<file path="config.mk">
export PLATFORM = sky130hd
export DESIGN_NAME = sram_op_responder
export DESIGN_NICKNAME = d
export VERILOG_FILES = /design/src/rtl/knight_mem_pkg.sv /design/src/rtl/mem_rr_arb2.sv /design/src/rtl/sram_op_responder.sv
export SDC_FILE = /design/constraint.sdc
export NUM_CORES = 1
export LEC_CHECK = 0
export CORE_AREA = 10 10 105 145
export CTS_CLUSTER_SIZE = 20
export DETAILED_ROUTE_END_ITERATION = 6
export DIE_AREA = 0 0 115 155
export PLACE_DENSITY = 0.82
export SKIP_CTS_REPAIR_TIMING = 1
export SYNTH_ARGS = -nofsm -noshare
export SYNTH_HDL_FRONTEND = slang
export SYNTH_SLANG_ARGS = --single-unit
</file>
<file path="constraint.sdc">
create_clock -name clk -period 4 [get_ports clk]
set_input_delay 0.4 -clock clk [delete_from_list [all_inputs] [get_ports clk]]
set_output_delay 0.4 -clock clk [all_outputs]
set_load 0.01 [all_outputs]
</file>
<file path="src/rtl/knight_mem_pkg.sv">
// Shared definitions for the mem-op responder: op encodings, FSM states, port indices.
// Latency: n/a (package only).
// Backpressure: n/a.
// Contents: MEM_OP_* encodings, resp_state_t, PORT_WB/PORT_CORE, is_mem_req().
package knight_mem_pkg;

   localparam logic [1:0] MEM_OP_NONE  = 2'b00;
   localparam logic [1:0] MEM_OP_READ  = 2'b01;
   localparam logic [1:0] MEM_OP_WRITE = 2'b11;

   localparam logic PORT_WB   = 1'b0;
   localparam logic PORT_CORE = 1'b1;

   typedef enum logic [1:0] {
      ST_IDLE   = 2'd0,
      ST_ACCESS = 2'd1,
      ST_RWAIT  = 2'd2,
      ST_DONE   = 2'd3
   } resp_state_t;

   // 2'b10 is deliberately not a request.
   function automatic logic is_mem_req(input logic [1:0] op);
      return (op == MEM_OP_READ) || (op == MEM_OP_WRITE);
   endfunction

endpackage

</file>
<file path="src/rtl/mem_rr_arb2.sv">
// Two-requester round-robin arbiter with a single priority pointer.
// Latency: grant is combinational from the request inputs; pointer updates on the clock.
// Backpressure: grants only while i_grant_en is high; requests are simply held by the caller.
// Ports: i_clk, i_rst (async, active-high), i_req_wb/i_req_core, i_grant_en,
//        o_grant_vld, o_grant_port (PORT_WB / PORT_CORE).
module mem_rr_arb2
   import knight_mem_pkg::*;
(
   input  logic i_clk,
   input  logic i_rst,
   input  logic i_req_wb,
   input  logic i_req_core,
   input  logic i_grant_en,
   output logic o_grant_vld,
   output logic o_grant_port
);

   logic r_ptr;
   logic w_both;

   always_comb begin
      w_both       = i_req_wb && i_req_core;
      o_grant_vld  = i_grant_en && (i_req_wb || i_req_core);
      o_grant_port = PORT_WB;
      if (w_both) begin
         o_grant_port = r_ptr;
      end else if (i_req_core) begin
         o_grant_port = PORT_CORE;
      end
   end

   // The pointer only moves on contention: the loser gets priority next time.
   always_ff @(posedge i_clk or posedge i_rst) begin
      if (i_rst) begin
         r_ptr <= PORT_WB;
      end else if (i_grant_en && w_both) begin
         r_ptr <= ~r_ptr;
      end
   end

endmodule

</file>
<file path="src/rtl/sram_op_responder.sv">
// Serves 2-bit mem-op requests from the Wishbone and core ports onto a single-port SRAM.
// Latency: write opdone 2 cycles after the op is sampled, read opdone 2+READ_LATENCY.
// Backpressure: requesters hold op until opdone; a drain flag blocks re-grant until op returns to none.
// Ports: clk, reset (async, active-high); wbctrl_mem_* / core_mem_* request inputs;
//        mem_opdone/sram_data and core_opdone/core_rdata responses; sram_* macro interface;
//        err (sticky out-of-range flag) only when SRAM_BOUNDS_CHECK_EN is defined.
module sram_op_responder
   import knight_mem_pkg::*;
#(
   parameter int ADDR_W       = 8,
   parameter int READ_LATENCY = 1
) (
   input  logic              clk,
   input  logic              reset,
   input  logic [1:0]        wbctrl_mem_op,
   input  logic [31:0]       wbctrl_mem_addr,
   input  logic [31:0]       wbctrl_mem_data,
   output logic              mem_opdone,
   output logic [31:0]       sram_data,
   input  logic [1:0]        core_mem_op,
   input  logic [31:0]       core_mem_addr,
   input  logic [31:0]       core_mem_data,
   output logic              core_opdone,
   output logic [31:0]       core_rdata,
   output logic              sram_csb0,
   output logic              sram_web0,
   output logic [3:0]        sram_wmask0,
   output logic [ADDR_W-1:0] sram_addr0,
   output logic [31:0]       sram_din0,
   input  logic [31:0]       sram_dout0
`ifdef SRAM_BOUNDS_CHECK_EN
   ,
   output logic              err
`endif
);

   localparam int CNT_W = (READ_LATENCY > 1) ? $clog2(READ_LATENCY) : 1;
   localparam logic [CNT_W-1:0] CNT_LAST = CNT_W'(READ_LATENCY - 1);

   resp_state_t       r_state;
   resp_state_t       w_next_state;
   logic              r_port;
   logic              r_write;
   logic [ADDR_W-1:0] r_addr;
   logic [31:0]       r_data;
   logic [CNT_W-1:0]  r_lat_cnt;
   logic              r_drain_wb;
   logic              r_drain_core;
   logic [31:0]       r_rdata_wb;
   logic [31:0]       r_rdata_core;

   logic              w_pend_wb;
   logic              w_pend_core;
   logic              w_grant_vld;
   logic              w_grant_port;
   logic [1:0]        w_sel_op;
   logic [31:0]       w_sel_addr;
   logic [31:0]       w_sel_data;
   logic              w_addr_hi;
   logic              w_sel_oob;
   logic              w_rd_last;

   assign w_pend_wb   = is_mem_req(wbctrl_mem_op) && !r_drain_wb;
   assign w_pend_core = is_mem_req(core_mem_op) && !r_drain_core;

   mem_rr_arb2 u_arb (
      .i_clk        (clk),
      .i_rst        (reset),
      .i_req_wb     (w_pend_wb),
      .i_req_core   (w_pend_core),
      .i_grant_en   (r_state == ST_IDLE),
      .o_grant_vld  (w_grant_vld),
      .o_grant_port (w_grant_port)
   );

   assign w_sel_op   = (w_grant_port == PORT_CORE) ? core_mem_op   : wbctrl_mem_op;
   assign w_sel_addr = (w_grant_port == PORT_CORE) ? core_mem_addr : wbctrl_mem_addr;
   assign w_sel_data = (w_grant_port == PORT_CORE) ? core_mem_data : wbctrl_mem_data;

   // Any address bit above the SRAM depth.
   assign w_addr_hi  = |(w_sel_addr >> ADDR_W);

`ifdef SRAM_BOUNDS_CHECK_EN
   logic r_err;
   assign w_sel_oob = w_addr_hi;
   assign err       = r_err;
`else
   logic w_unused_addr_hi;
   assign w_sel_oob        = 1'b0;
   assign w_unused_addr_hi = w_addr_hi;
`endif

   assign w_rd_last = (r_state == ST_RWAIT) && (r_lat_cnt == CNT_LAST);

   // Next state and SRAM/response outputs.
   always_comb begin
      w_next_state = r_state;
      sram_csb0    = 1'b1;
      sram_web0    = 1'b1;
      sram_wmask0  = 4'h0;
      sram_addr0   = r_addr;
      sram_din0    = r_data;
      mem_opdone   = 1'b0;
      core_opdone  = 1'b0;
      case (r_state)
         ST_IDLE: begin
            if (w_grant_vld) begin
               w_next_state = w_sel_oob ? ST_DONE : ST_ACCESS;
            end
         end
         ST_ACCESS: begin
            sram_csb0 = 1'b0;
            if (r_write) begin
               sram_web0    = 1'b0;
               sram_wmask0  = 4'hF;
               w_next_state = ST_DONE;
            end else begin
               w_next_state = ST_RWAIT;
            end
         end
         ST_RWAIT: begin
            if (w_rd_last) begin
               w_next_state = ST_DONE;
            end
         end
         ST_DONE: begin
            mem_opdone   = (r_port == PORT_WB);
            core_opdone  = (r_port == PORT_CORE);
            w_next_state = ST_IDLE;
         end
         default: w_next_state = ST_IDLE;
      endcase
   end

   always_ff @(posedge clk or posedge reset) begin
      if (reset) begin
         r_state      <= ST_IDLE;
         r_port       <= PORT_WB;
         r_write      <= 1'b0;
         r_addr       <= '0;
         r_data       <= '0;
         r_lat_cnt    <= '0;
         r_drain_wb   <= 1'b0;
         r_drain_core <= 1'b0;
         r_rdata_wb   <= '0;
         r_rdata_core <= '0;
`ifdef SRAM_BOUNDS_CHECK_EN
         r_err        <= 1'b0;
`endif
      end else begin
         r_state <= w_next_state;

         if ((r_state == ST_IDLE) && w_grant_vld) begin
            r_port  <= w_grant_port;
            r_write <= (w_sel_op == MEM_OP_WRITE);
            r_addr  <= w_sel_addr[ADDR_W-1:0];
            r_data  <= w_sel_data;
`ifdef SRAM_BOUNDS_CHECK_EN
            // Out-of-range: reads return zero, writes are dropped, flag sticks.
            if (w_sel_oob) begin
               r_err <= 1'b1;
               if (w_sel_op == MEM_OP_READ) begin
                  if (w_grant_port == PORT_CORE) r_rdata_core <= '0;
                  else                           r_rdata_wb   <= '0;
               end
            end
`endif
         end

         if (r_state == ST_ACCESS) begin
            r_lat_cnt <= '0;
         end else if (r_state == ST_RWAIT) begin
            r_lat_cnt <= r_lat_cnt + 1'b1;
         end

         if (w_rd_last) begin
            if (r_port == PORT_CORE) r_rdata_core <= sram_dout0;
            else                     r_rdata_wb   <= sram_dout0;
         end

         // Set on completion; cleared once the requester has let go of op.
         if ((r_state == ST_DONE) && (r_port == PORT_WB)) begin
            r_drain_wb <= 1'b1;
         end else if (!is_mem_req(wbctrl_mem_op)) begin
            r_drain_wb <= 1'b0;
         end
         if ((r_state == ST_DONE) && (r_port == PORT_CORE)) begin
            r_drain_core <= 1'b1;
         end else if (!is_mem_req(core_mem_op)) begin
            r_drain_core <= 1'b0;
         end
      end
   end

   assign sram_data  = r_rdata_wb;
   assign core_rdata = r_rdata_core;

endmodule

</file>
# == Yosys cells after proc, flatten, opt, wreduce, memory -nomap -nowiden ==
# Cells that the tools add are included.
# word_totals
ff_bits,112
latchBits,0
mem_bits_rw,0
mem_bits_ro,0
inputBits,166
out_inout_bits,112
elab_cells,68
memories,0
# op_classes
addsub,1
mul,0
div_mod_pow,0
magnitude_cmp,0
eq_ne,12
shift,0
mux,22
bitwise_logic,3
reduce_logical,19
# ops
operator,count
32-bit 2-to-1 mux,1
1-bit 2-to-1 mux,14
"2-bit equality test, second input constant",5
1-bit logical AND,9
4-bit 2-to-1 mux,2
8-bit 2-to-1 mux,1
2-bit one-hot mux with 4 select lines,1
"2-bit by 1-bit equality test with 1-bit output, second input constant",3
2-bit 2-to-1 mux,3
"2-bit inequality test, second input constant",3
2-bit AND reduction,3
1-bit logical OR,3
1-bit inverter,3
1-bit logical NOT,2
2-bit logical NOT,1
"2-bit by 1-bit inequality test with 1-bit output, second input constant",1
2-bit nonzero test,1
"1-bit adder, second input constant",1

# == Depth between registers and ports, before layout ==
# Gate-level depths: netlist of the first run.
# logic_depth
word_depth,7
depth_mapped,7
depth_no_buf,6

# == By module ==
# From an unflattened synthesis of the first run, not the netlist that was laid out.
# hier_totals
cells_unflattened,359
hier_area_um2,4723.3
# by_module_without_submodules
module,n_inst,cells_each,area_each_um2
sram_op_responder,1,352,4662.0
mem_rr_arb2,1,7,61.3

# == Worst setup path after synthesis of the first run ==
# No wires, ideal clock.
# synth_path
kind,reg-to-reg
from,register r_state[0]
to,"register r_rdata_wb[0], in the netlist sram_data[0]"
arrival_ps,1536
path_slack_ps,2340
path_stages_with_launch,6
period_less_slack_ps,1660
path_cell_list,dfrtp_1 > inv_1 > ha_1 > nor3b_2 > buf_2 > mux2_2
# synth_between
elab_chain_len,3
# synth_rtl
item,line,source
from (decl),sram_op_responder.sv:40,resp_state_t r_state;
from (signal assigned),sram_op_responder.sv:151,r_state <= w_next_state;
2-bit equality test,sram_op_responder.sv:93,assign w_rd_last = (r_state == ST_RWAIT) && (r_lat_cnt == CNT_LAST);
1-bit logical AND,sram_op_responder.sv:93,
2-bit AND reduction (no source line),-,
to (signal assigned),sram_op_responder.sv:178,else r_rdata_wb <= sram_dout0;
to (decl),sram_op_responder.sv:49,logic [31:0] r_rdata_wb;
# No other way between the ends.
# A chain may end at the register's enable or synchronous reset.

# == Final worst setup path of the first run ==
# layout_path
from,register r_state[1]
to,output sram_wmask0[2]
# layout_between
elab_chain_len,2
# layout_rtl
item,line,source
2-bit by 1-bit equality test with 1-bit output,sram_op_responder.sv:105,case (r_state)
4-bit 2-to-1 mux,sram_op_responder.sv:105,
to (decl),sram_op_responder.sv:27,"output logic [3:0] sram_wmask0,"
# No other way between the ends.

==> results, run 1 <==
- The count of different cell masters after synthesis is 25.
- The startpoint kind of the worst setup timing path is a register.
- The endpoint kind of the worst setup timing path is an output port.
- The number of cells on the worst reg-to-reg path is 6.
- Cells fill 58.3% of the core in the end.
- Across the routed clock network, the largest skew measured is 7.67 ps.
- The top-level port count is 278.
- The required arrival time at the worst endpoint is 3600 ps.
- Once placement completed, the tool counted placed cells totaling 764.
- The clock latency on the worst-skew pair is 340 ps.
- Cells with a size suffix above 1 make up 14.5% of the layout.
- The number of stages on the worst hold path is 1.
- The areal power density over the cells is 791 nW/um^2.
- The number of detailed-routing iterations run before antenna repair is 6.
- Final hold analysis gives a worst-case slack of 492 ps.
- The largest net degree at the start of global routing is 83.
- The run finished with clean final reports.
- The number of input and output port buffers inserted is 229.
- The internal power of the cells totals 3.86 mW.
- The wire length of the first global-routing pass is 21400 um.
- The standard cell core area is 12600 sq um.
- The library cell used most frequently in the layout, excluding fill and tap cells, is sky130_fd_sc_hd__clkdlybuf4s50_1.
- The leakage dissipation is 3.08 nW.
- The startpoint of the lowest-slack hold path is u_arb.r_ptr.
- The number of vias in the routed layout is 3771.
- The path category of the worst min-delay check is register to register.
- The area growth from synthesis to final layout is 57.3%.
- After the first detailed-routing iteration, the DRC count stood at 158.
- The total nets after synthesis is 573.
- The total CTS buffers is 9.
- After synthesis the cells add up to 4680 sq um.
- The number of global-route vias before repair is 3954.
- TritonCTS built the clock tree.
- After clock tree synthesis, the clock-pin slew on the worst setup and hold paths is 70 ps.
- The accumulated negative setup slack is 0 ps.
- The half-perimeter wire length after detailed placement is 10800 um.
- The maximum clock rate is 433 MHz.
- After layout, the worst path uses 57.7% of the clock period.
- Setup repair after global routing left no endpoint under its margin.
- The average instance area after synthesis is 11.6 sq um.
- In the layout the commonest cells are sky130_fd_sc_hd__clkdlybuf4s50_1 (229), sky130_fd_sc_hd__dfrtp_1 (112), sky130_fd_sc_hd__nand2_1 (83).
- The register area share after synthesis is 59.9%.
- In this run the number of H-tree levels came out at 3.
- Measured against its own limit, the worst slew margin works out to 47.2%.
- In the routed layout, each cell is associated on average with a via count of 4.84.
- The clock network is responsible for 15.7% of the overall power.
- Global routing used 14.9% of the available tracks.
- The signal arrival time at the worst endpoint is 1910 ps.
- Across the VDD grid, the largest voltage drop is 360 uV.
- The library cell with the largest summed area after synthesis is sky130_fd_sc_hd__dfrtp_1.
- For hold timing, the worst endpoint is u_arb.r_ptr.
- Sequential cells account for 34.9% of the total power.
- The kind of critical path is register to output port.
- The startpoint identified for the worst register-to-register timing path is r_state[0].
- The horizontal die dimension is 115 um.
- The worst-margin pin slew is 793 ps.
- After detailed routing, the total wire length is 13800 um.
- The clock drives 112 sinks.
- The die covers 17800 sq um.
- The finished layout holds 779 standard cells, fillers aside.
- The switching portion of total power is 33.7%.
- Counting flops and latches in the post-synthesis netlist gives 112.
- The net count reported at finish is 793.
- The starting density of the core is 37.1%.
- The count of final hold-check violations is 0.
- The share of power burned in combinational logic is 49.5%.
- Measured along the y axis, the die boundary spans 155 um.
- The number of DRC violations after detailed routing is 0.
- The initial antenna violation count is 0.
- The portion of synthesized cell area occupied by the leading cell type is 59.9%.
- The setup slack of the worst register-to-register path is 2000 ps.
- In the post-synthesis netlist, the biggest area contributors are sky130_fd_sc_hd__dfrtp_1 (60%), sky130_fd_sc_hd__mux2_2 (16%), sky130_fd_sc_hd__nand2_1 (6.7%).
- For this run the aggregate overflow at the end of global routing stands at 0.
- The count of antenna diodes in the layout is 0.
- The total number of yosys warnings is 0.
- In this run the core area contains 49 standard-cell rows.
- No sink is reached through more buffers than the 2 on the longest clock path.
- Synthesis handed over a netlist of 402 instances.
- The analysis attributes to net switching a power of 1.96 mW.
- The post-route antenna net violation count is 0.
- Subtracting the final worst setup slack from the clock period gives 2310 ps.
- In this run the critical register-to-register path is captured at sram_din0[10].
- The count of final setup violators is 0.
- The final-report max-slew violation count was 0.
- Along the worst path, the maximum fanout reaches 5.
- Max-cap violations in this run came to 0.
- The final weighted congestion in routability-driven placement is 0.749.
- Dividing the detail-routed wire length by the instance count gives 17.7 um.
- The root buffer selected by CTS is sky130_fd_sc_hd__clkbuf_16.
==> cell families after synthesis <==
group / synth area share, %
adders and majority gates: 1.34
buffers and inverters: 4.20
DFF: 59.9
muxes: 15.9
xor gates and xnor gates: 0.187
and+or+nand+nor: 11.8
AOI/OAI and AO/OA: 6.73
==> stage by stage <==
stage          cell area, sq um  worst slack [ps]  power, mW
4_1_cts                    7360              1660       5.91
3_3_place_gp               7060              1690       4.86
2_1_floorplan              4680               641       3.42
3_5_place_dp               7060              1610       4.99
6_report                   7360              1690       5.82
5_1_grt                    7360              1580       6.22
==> sequential cells by signal, indices dropped and copies added, names as in the netlist, 2 cells and up <==
register	count
sram_din0	32
core_rdata	32
r_state	2
sram_addr0	8
sram_data	32
==> power groups by stage <==
stage	logic, mW	clock network [mW]	registers [mW]
after floorplan	1.14	0	2.28
after global placement	2.84	0	2.02
after detailed placement	2.93	0	2.06
after CTS	2.94	0.940	2.04
after global routing	3.12	0.988	2.11
final	2.88	0.913	2.03
==> worst max-delay path, stage by stage (launching register included) <==
cell	delay, ps
sky130_fd_sc_hd__dfrtp_1	420
sky130_fd_sc_hd__inv_1	140
sky130_fd_sc_hd__ha_1	220
sky130_fd_sc_hd__nand2_1	80
sky130_fd_sc_hd__inv_1	140
sky130_fd_sc_hd__clkdlybuf4s50_1	580
==> synthesized netlist by cell type <==
cell type / n
sky130_fd_sc_hd__a21boi_1: 1
sky130_fd_sc_hd__a21o_1: 2
sky130_fd_sc_hd__a21oi_1: 2
sky130_fd_sc_hd__a31oi_1: 40
sky130_fd_sc_hd__a32oi_1: 2
sky130_fd_sc_hd__and2_1: 2
sky130_fd_sc_hd__buf_2: 10
sky130_fd_sc_hd__buf_4: 7
sky130_fd_sc_hd__buf_6: 5
sky130_fd_sc_hd__clkbuf_1: 5
sky130_fd_sc_hd__dfrtp_1: 112
sky130_fd_sc_hd__ha_1: 5
sky130_fd_sc_hd__inv_1: 5
sky130_fd_sc_hd__mux2_2: 66
sky130_fd_sc_hd__nand2_1: 83
sky130_fd_sc_hd__nand2b_1: 2
sky130_fd_sc_hd__nand3b_1: 1
sky130_fd_sc_hd__nand4b_1: 1
sky130_fd_sc_hd__nor2_1: 42
sky130_fd_sc_hd__nor2b_1: 2
sky130_fd_sc_hd__nor3b_2: 1
sky130_fd_sc_hd__nor4b_1: 1
sky130_fd_sc_hd__o21ai_0: 3
sky130_fd_sc_hd__or3b_1: 1
sky130_fd_sc_hd__xnor2_1: 1
==> how the worst max path moves through the flow <==
stage	start	depth (start not counted)	endpoint	slack [ps]
floorplan	reset	1	core_rdata[0]	640
global placement	wbctrl_mem_op[0]	6	sram_din0[2]	1690
detailed placement	wbctrl_mem_op[0]	6	sram_din0[7]	1610
CTS	r_state[1]	5	sram_wmask0[2]	1660
global route	r_state[1]	5	sram_wmask0[0]	1580
finish	r_state[1]	5	sram_wmask0[2]	1690
==> per-layer routing <==
layer	up-vias	part of all wire, %	track usage (%)	wire (um)
li1	1800	-	-	-
met1	1783	37	15.7	5150
met2	164	50	25.1	6880
met3	24	10	6.77	1430
met4	0	2.3	5.56	319
met5	-	0	0	0
==> area by class of cell <==
cell class	instances	area, sq um
fill	1052	5270
sequential	112	2800
timing repair buffer	236	2340
multi-input combinational	258	1700
clock buffer	9	225
tap	153	191
clock inverter	6	78.8
inverter	5	21.3
Note: power is estimated with default switching activity, not from simulation.
==> run 2, diff against run 1 <==
CORE_AREA = 10 10 111 152   (was 10 10 105 145)
DIE_AREA = 0 0 121 162   (was 0 0 115 155)
PLACE_DENSITY = 0.77   (was 0.82)
clock period = 2.1 ns   (was 4 ns; I/O delays follow)
==> results, run 2 (same netlist as run 1, synthesis figures left out) <==
- The flow ran to the end, and the final reports show no timing, DRC or antenna violations.
- Setup repair after global routing left no endpoint under its margin.
- The instance area at placement is 7180 sq um (+1.7%).
- The post-route antenna net violation count was 0 (unchanged).
- The total of fill cells in the finished design is 1207 (+15%).
- The number of vias in the routed layout was 3818 (+1.2%).
- The delay of the slowest cell on the worst path is 540 ps (-40 ps).
- The routed length per instance came to 17.5 um (-1.3%).
- The proportion of layout cells with a drive suffix above 1 came to 15.3% (+0.73 points).
- The H-tree level count was 3 (unchanged).
- The worst-margin pin slew is 646 ps (-147 ps).
- The number of global-route vias before repair is 4314 (+9.1%).
- The number of rows in the core area was 51 (+4.1%).
- The top-level port count came to 278 (unchanged).
- The final-report max-slew violation count is 0 (unchanged).
- The slowest stage of the critical path belongs to the cell sky130_fd_sc_hd__clkdlybuf4s50_1.
- The routed via count divided by cell count is 4.69 (-3.1%).
- The count of routing violations after the opening detailed-route iteration is 167 (+5.7%).
- The total CTS buffers came to 9 (unchanged).
- The TritonCTS clock tree is built.
- The count of final hold-check violations is 0 (unchanged).
- Timing would allow up to 499 MHz.
- The path category of the worst min-delay check is primary input to async pin.
- The worst setup slack after placement was 194 ps (-1410 ps).
- The number of detailed-routing iterations run before antenna repair was 6 (unchanged).
- The initial antenna violation count was 0 (unchanged).
- The leakage dissipation came to 3.14 nW (+1.9%).
- The root buffer selected by CTS is sky130_fd_sc_hd__clkbuf_16.
- The worst setup path is launched from a register.
- The combined global-route utilization of all metal layers is 14.4% (-0.44 points).
- The total clock sinks is 112 (unchanged).
- The overall overflow remaining after global route is 0 (unchanged).
- The final weighted congestion in routability-driven placement is 0.731 (-2.4%).
- The non-filler instance count after layout was 814 (+4.5%).
- In the layout the commonest cells are sky130_fd_sc_hd__clkdlybuf4s50_1 (226), sky130_fd_sc_hd__dfrtp_1 (112), sky130_fd_sc_hd__nand2_1 (83).
- The areal power density over the cells is 1490 nW/um^2 (+88%).
- The share of the clock period used by the worst path after layout is 95.4%.
- The clock slew seen by the registers of the worst setup and hold paths was 80 ps (about the same).
- The post-route cell area is 7470 sq um (+1.4%).
- The clock latency on the worst-skew pair is 340 ps (about the same).
- The worst max-slew margin expressed relative to the limit is 57.0% (+9.8 points).
- The standard cell core area was 14000 sq um (+11%).
- The final worst setup slack came to 97.4 ps (-1590 ps).
- The maximum fanout encountered on the critical timing path is 5 (unchanged).
- The shortest clock period the worst path allows after layout is 2000 ps.
- Walking the worst path, the cells encountered are inv_2, ha_2, nand2_1, inv_2, clkdlybuf4s50_1.
- The most common cell type on the critical path is sky130_fd_sc_hd__inv_2.
- The starting density of the core came to 33.5% (-3.6 points).
- The number of maximum-capacitance violations is 0 (unchanged).
- The area growth from synthesis to final layout is 59.6%.
- The horizontal die dimension was 121 um (+5.2%).
- The number of input and output port buffers inserted is 229 (unchanged).
- The kind of critical path is register to output port.
- The count of final setup violators is 0 (unchanged).
- The wire length of the first global-routing pass is 22800 um (+6.8%).
- The half-perimeter wire length after detailed placement is 11100 um (+2.5%).
- The number of DRC violations after detailed routing is 0 (unchanged).
- The worst clock skew was 10.7 ps (+3.06 ps).
- The largest net degree at the start of global routing came to 113 (+36%).
- The total power draw is 11.1 mW (+91%).
- The number of placed instances with taps included is 798 (+4.5%).
- The commonest non-fill, non-tap cell in the layout is sky130_fd_sc_hd__clkdlybuf4s50_1.
- The maximum VDD drop was 633 uV (+76%).
- The maximum buffer depth of the clock tree is 2 (unchanged).
- The signal arrival time at the worst endpoint is 1790 ps (-120 ps).
- The net count reported at finish is 795 (+0.25%).
- The required arrival time at the worst endpoint is 1890 ps (-1710 ps).
- The die span in y is 162 um (+4.5%).
- The die footprint is 19600 sq um (+10%).
- The count of antenna diodes in the layout is 0 (unchanged).
- The total wirelength of the detailed-routed design is 14200 um (+3.1%).
- The endpoint kind of the worst setup timing path is an output port.
[run 2: cell count changes in the layout (fill, tap and decap cells not counted), moves of 2 or more]
cell and change:
sky130_fd_sc_hd__buf_12 +5, sky130_fd_sc_hd__buf_4 -3, sky130_fd_sc_hd__clkdlybuf4s50_1 -3, sky130_fd_sc_hd__dlymetal6s2s_1 +3
sky130_fd_sc_hd__clkinvlp_4 +2, sky130_fd_sc_hd__inv_1 -2, sky130_fd_sc_hd__inv_2 +2
[run 2: final timing paths]
path                                     from              to  slack [ps]  cells after the start
setup / recovery                   r_state[1]  sram_wmask0[0]         100                      5
hold / removal                          reset   sram_data[17]         350                      3
setup reg to reg                   r_state[0]   sram_data[15]         280                      5
hold reg to reg                   u_arb.r_ptr     u_arb.r_ptr         490                      1
max in group asynchronous               reset          r_port        1210                      3
min in group clk           wbctrl_mem_addr[5]   sram_addr0[5]         420                      3
[run 2: final cells by class]
class	instances	area, sq um	share of cell area, %
timing repair buffer	238	2430	32.5
inverter	5	22.5	0.301
clock buffer	10	229	3.06
multi-input combinational	258	1700	22.8
sequential	112	2800	37.5
clock inverter	6	52.6	0.703
tap	185	231	3.10
[run 2: metrics by stage]
stage	hold WS, ps	TNS [ps]	utilization, %
floorplan	327	0	-
global route	419	0	53.5
CTS	407	-210	53.4
detailed placement	482	0	51.4
finish	352	0	53.5
global placement	470	0	51.4
[run 2: power breakdown]
group	internal [mW]	switching, mW
sequential	3.27	0.592
combinational	3.23	2.38
clock	0.826	0.803
total	7.33	3.78
[run 2: worst max-delay path, delay by kind of cell, from the launching register on]
kind / cells / cell delay [ps]
adder cells (fa/ha/maj): 1 / 190
buffers and inverters: 3 / 750
flip-flops: 1 / 420
AND/OR/NAND/NOR: 1 / 90
[run 2: metal layers]
layer  track usage (%)  up-vias  wire length (um)
met5                 0        -                 0
met3              5.17       24              1220
li1                  -     1807                 -
met4              5.28        0               375
met1              15.1     1840              5170
met2              25.7      147              7440
==> run 3, diff against run 2 <==
CELL_PAD_IN_SITES_DETAIL_PLACEMENT = 0   (was default)
CELL_PAD_IN_SITES_GLOBAL_PLACEMENT = 1   (was default)
CORE_AREA = 10 10 127 175   (was 10 10 111 152)
DIE_AREA = 0 0 137 185   (was 0 0 121 162)
PLACE_DENSITY = 0.78   (was 0.77)
==> results, run 3 (same netlist as run 1, synthesis figures left out) <==
- The flow ran to the end, and the final reports show no timing, DRC or antenna violations.
- TritonCTS built the clock tree.
- The count of antenna diodes in the layout was 0 (unchanged).
- The total clock sinks is 112 (unchanged).
- The area growth from synthesis to final layout is 61.5%.
- STA classifies the critical path startpoint as a register.
- The worst max-slew margin expressed relative to the limit is 60.4% (+3.5 points).
- The count of routing violations after the opening detailed-route iteration is 100 (-40%).
- The instance area at placement was 7260 sq um (+1.1%).
- The signal arrival time at the worst endpoint is 1730 ps (-60 ps).
- The worst setup slack after placement is 136 ps (-57.6 ps).
- The worst register-to-register path begins at r_state[0].
- The overall overflow remaining after global route is 0 (unchanged).
- The worst-margin pin slew was 593 ps (-52.2 ps).
- The clock latency on the worst-skew pair is 340 ps (about the same).
- The standard cell core area is 19100 sq um (+36%).
- The final-report max-slew violation count came to 0 (unchanged).
- The number of DRC violations after detailed routing was 0 (unchanged).
- The top-level port count is 278 (unchanged).
- The post-route antenna net violation count was 0 (unchanged).
- The routed via count divided by cell count is 4.37 (-6.9%).
- The maximum fanout encountered on the critical timing path is 4 (-1).
- The endpoint kind of the worst setup timing path is an output port.
- The kind of critical path is register to output port.
- The die span in y was 185 um (+14%).
- The share of the clock period used by the worst path after layout came to 92.5% (-2.9 points).
- The leakage dissipation is 3.16 nW (+0.61%).
- The number of vias in the routed layout was 3831 (+0.34%).
- The clock slew seen by the registers of the worst setup and hold paths is 70 ps (about the same).
- Setup repair after global routing left no endpoint under its margin.
- The top cell types in the final layout, fill and taps aside, are sky130_fd_sc_hd__clkdlybuf4s50_1 (225), sky130_fd_sc_hd__dfrtp_1 (112), sky130_fd_sc_hd__nand2_1 (83).
- The final worst setup slack came to 158 ps (+61.0 ps).
- The total power draw is 11.2 mW (+0.44%).
- The half-perimeter wire length after detailed placement is 11600 um (+4.5%).
- The maximum VDD drop is 511 uV (-19%).
- The count of final setup violators is 0 (unchanged).
- The worst clock skew is 8.97 ps (-1.77 ps).
- The die footprint was 25300 sq um (+29%).
- The total wirelength of the detailed-routed design was 14800 um (+4.3%).
- The maximum clock rate was 515 MHz (+3.1%).
- The path category of the worst min-delay check is primary input to async pin.
- The starting density of the core is 24.6% (-8.9 points).
- The commonest non-fill, non-tap cell in the layout is sky130_fd_sc_hd__clkdlybuf4s50_1.
- The final cell utilization of the core is 39.7% (-14 points).
- In this run the critical register-to-register path is captured at sram_data[11].
- The post-route cell area is 7560 sq um (+1.2%).
- The required arrival time at the worst endpoint is 1890 ps (about the same).
- The shortest clock period the worst path allows after layout is 1940 ps (-61.0 ps).
- The horizontal die dimension is 137 um (+13%).
- The net count reported at finish is 795 (unchanged).
- The combined global-route utilization of all metal layers is 11.4% (-3.0 points).
- The areal power density over the cells is 1480 nW/um^2 (-0.76%).
- The length in cells of the worst reg-to-reg path is 5 (unchanged).
- The maximum buffer depth of the clock tree is 2 (unchanged).
- The root buffer selected by CTS is sky130_fd_sc_hd__clkbuf_16.
- The initial antenna violation count is 0 (unchanged).
- The proportion of layout cells with a drive suffix above 1 is 15.3% (unchanged).
- The wire length of the first global-routing pass is 22700 um (-0.57%).
- The worst slack on hold paths came to 400 ps (+47.8 ps).
- The total CTS buffers is 9 (unchanged).
- The largest net degree at the start of global routing is 113 (unchanged).
- The count of final hold-check violations was 0 (unchanged).
- The final weighted congestion in routability-driven placement is 0.747 (+2.2%).
- The number of maximum-capacitance violations is 0 (unchanged).
- The H-tree level count is 3 (unchanged).
- The number of global-route vias before repair was 4126 (-4.4%).
- The number of detailed-routing iterations run before antenna repair is 4 (-2).
- The routed length per instance is 16.9 um (-3.2%).
- The setup slack of the worst register-to-register path is 340 ps (+60 ps).
- The number of rows in the core area came to 60 (+18%).
- The number of input and output port buffers inserted is 229 (unchanged).
-- run 3: cell type report --
class | count | area, sq um
inverters | 5 | 22.5
clock buffers | 11 | 243
fillers | 1825 | 11500
repair buffers | 238 | 2430
multi-input cells | 258 | 1700
flip-flops and latches | 112 | 2800
well taps | 248 | 310
clock inverters | 5 | 47.5
-- run 3: worst max-delay path by stage --
stage,depth (start not counted),from,endpoint
2_1_floorplan,5,r_state[0],sram_data[0]
6_report,3,r_state[1],mem_opdone
3_5_place_dp,6,core_mem_op[0],sram_din0[18]
3_3_place_gp,6,core_mem_op[0],sram_addr0[4]
4_1_cts,5,r_state[1],sram_wmask0[2]
5_1_grt,3,r_state[1],mem_opdone
-- run 3: layer usage --
layer  GRT usage [%]  up-vias  wire (um)
li1                -     1809          -
met1            11.5     1865       5310
met2            21.0      146       7930
met3            4.28       11       1370
met4            3.47        0        210
met5               0        -          0
-- run 3: worst max-delay path: stages, from the launching register on --
cell                              delay [ps]
sky130_fd_sc_hd__dfrtp_1                 410
sky130_fd_sc_hd__ha_1                    200
sky130_fd_sc_hd__nor2b_1                 190
sky130_fd_sc_hd__clkdlybuf4s50_1         590
-- run 3: through the flow --
step                      instances  setup TNS, ps
final                           877              0
after global routing            877              0
after CTS                       877           -441
after global placement          861              0
after floorplan                 402              0
after detailed placement        861              0
-- run 3: power by group --
group | switching [mW] | internal [mW]
logic | 2.39 | 3.22
registers | 0.608 | 3.27
clock network | 0.805 | 0.865
total | 3.80 | 7.36
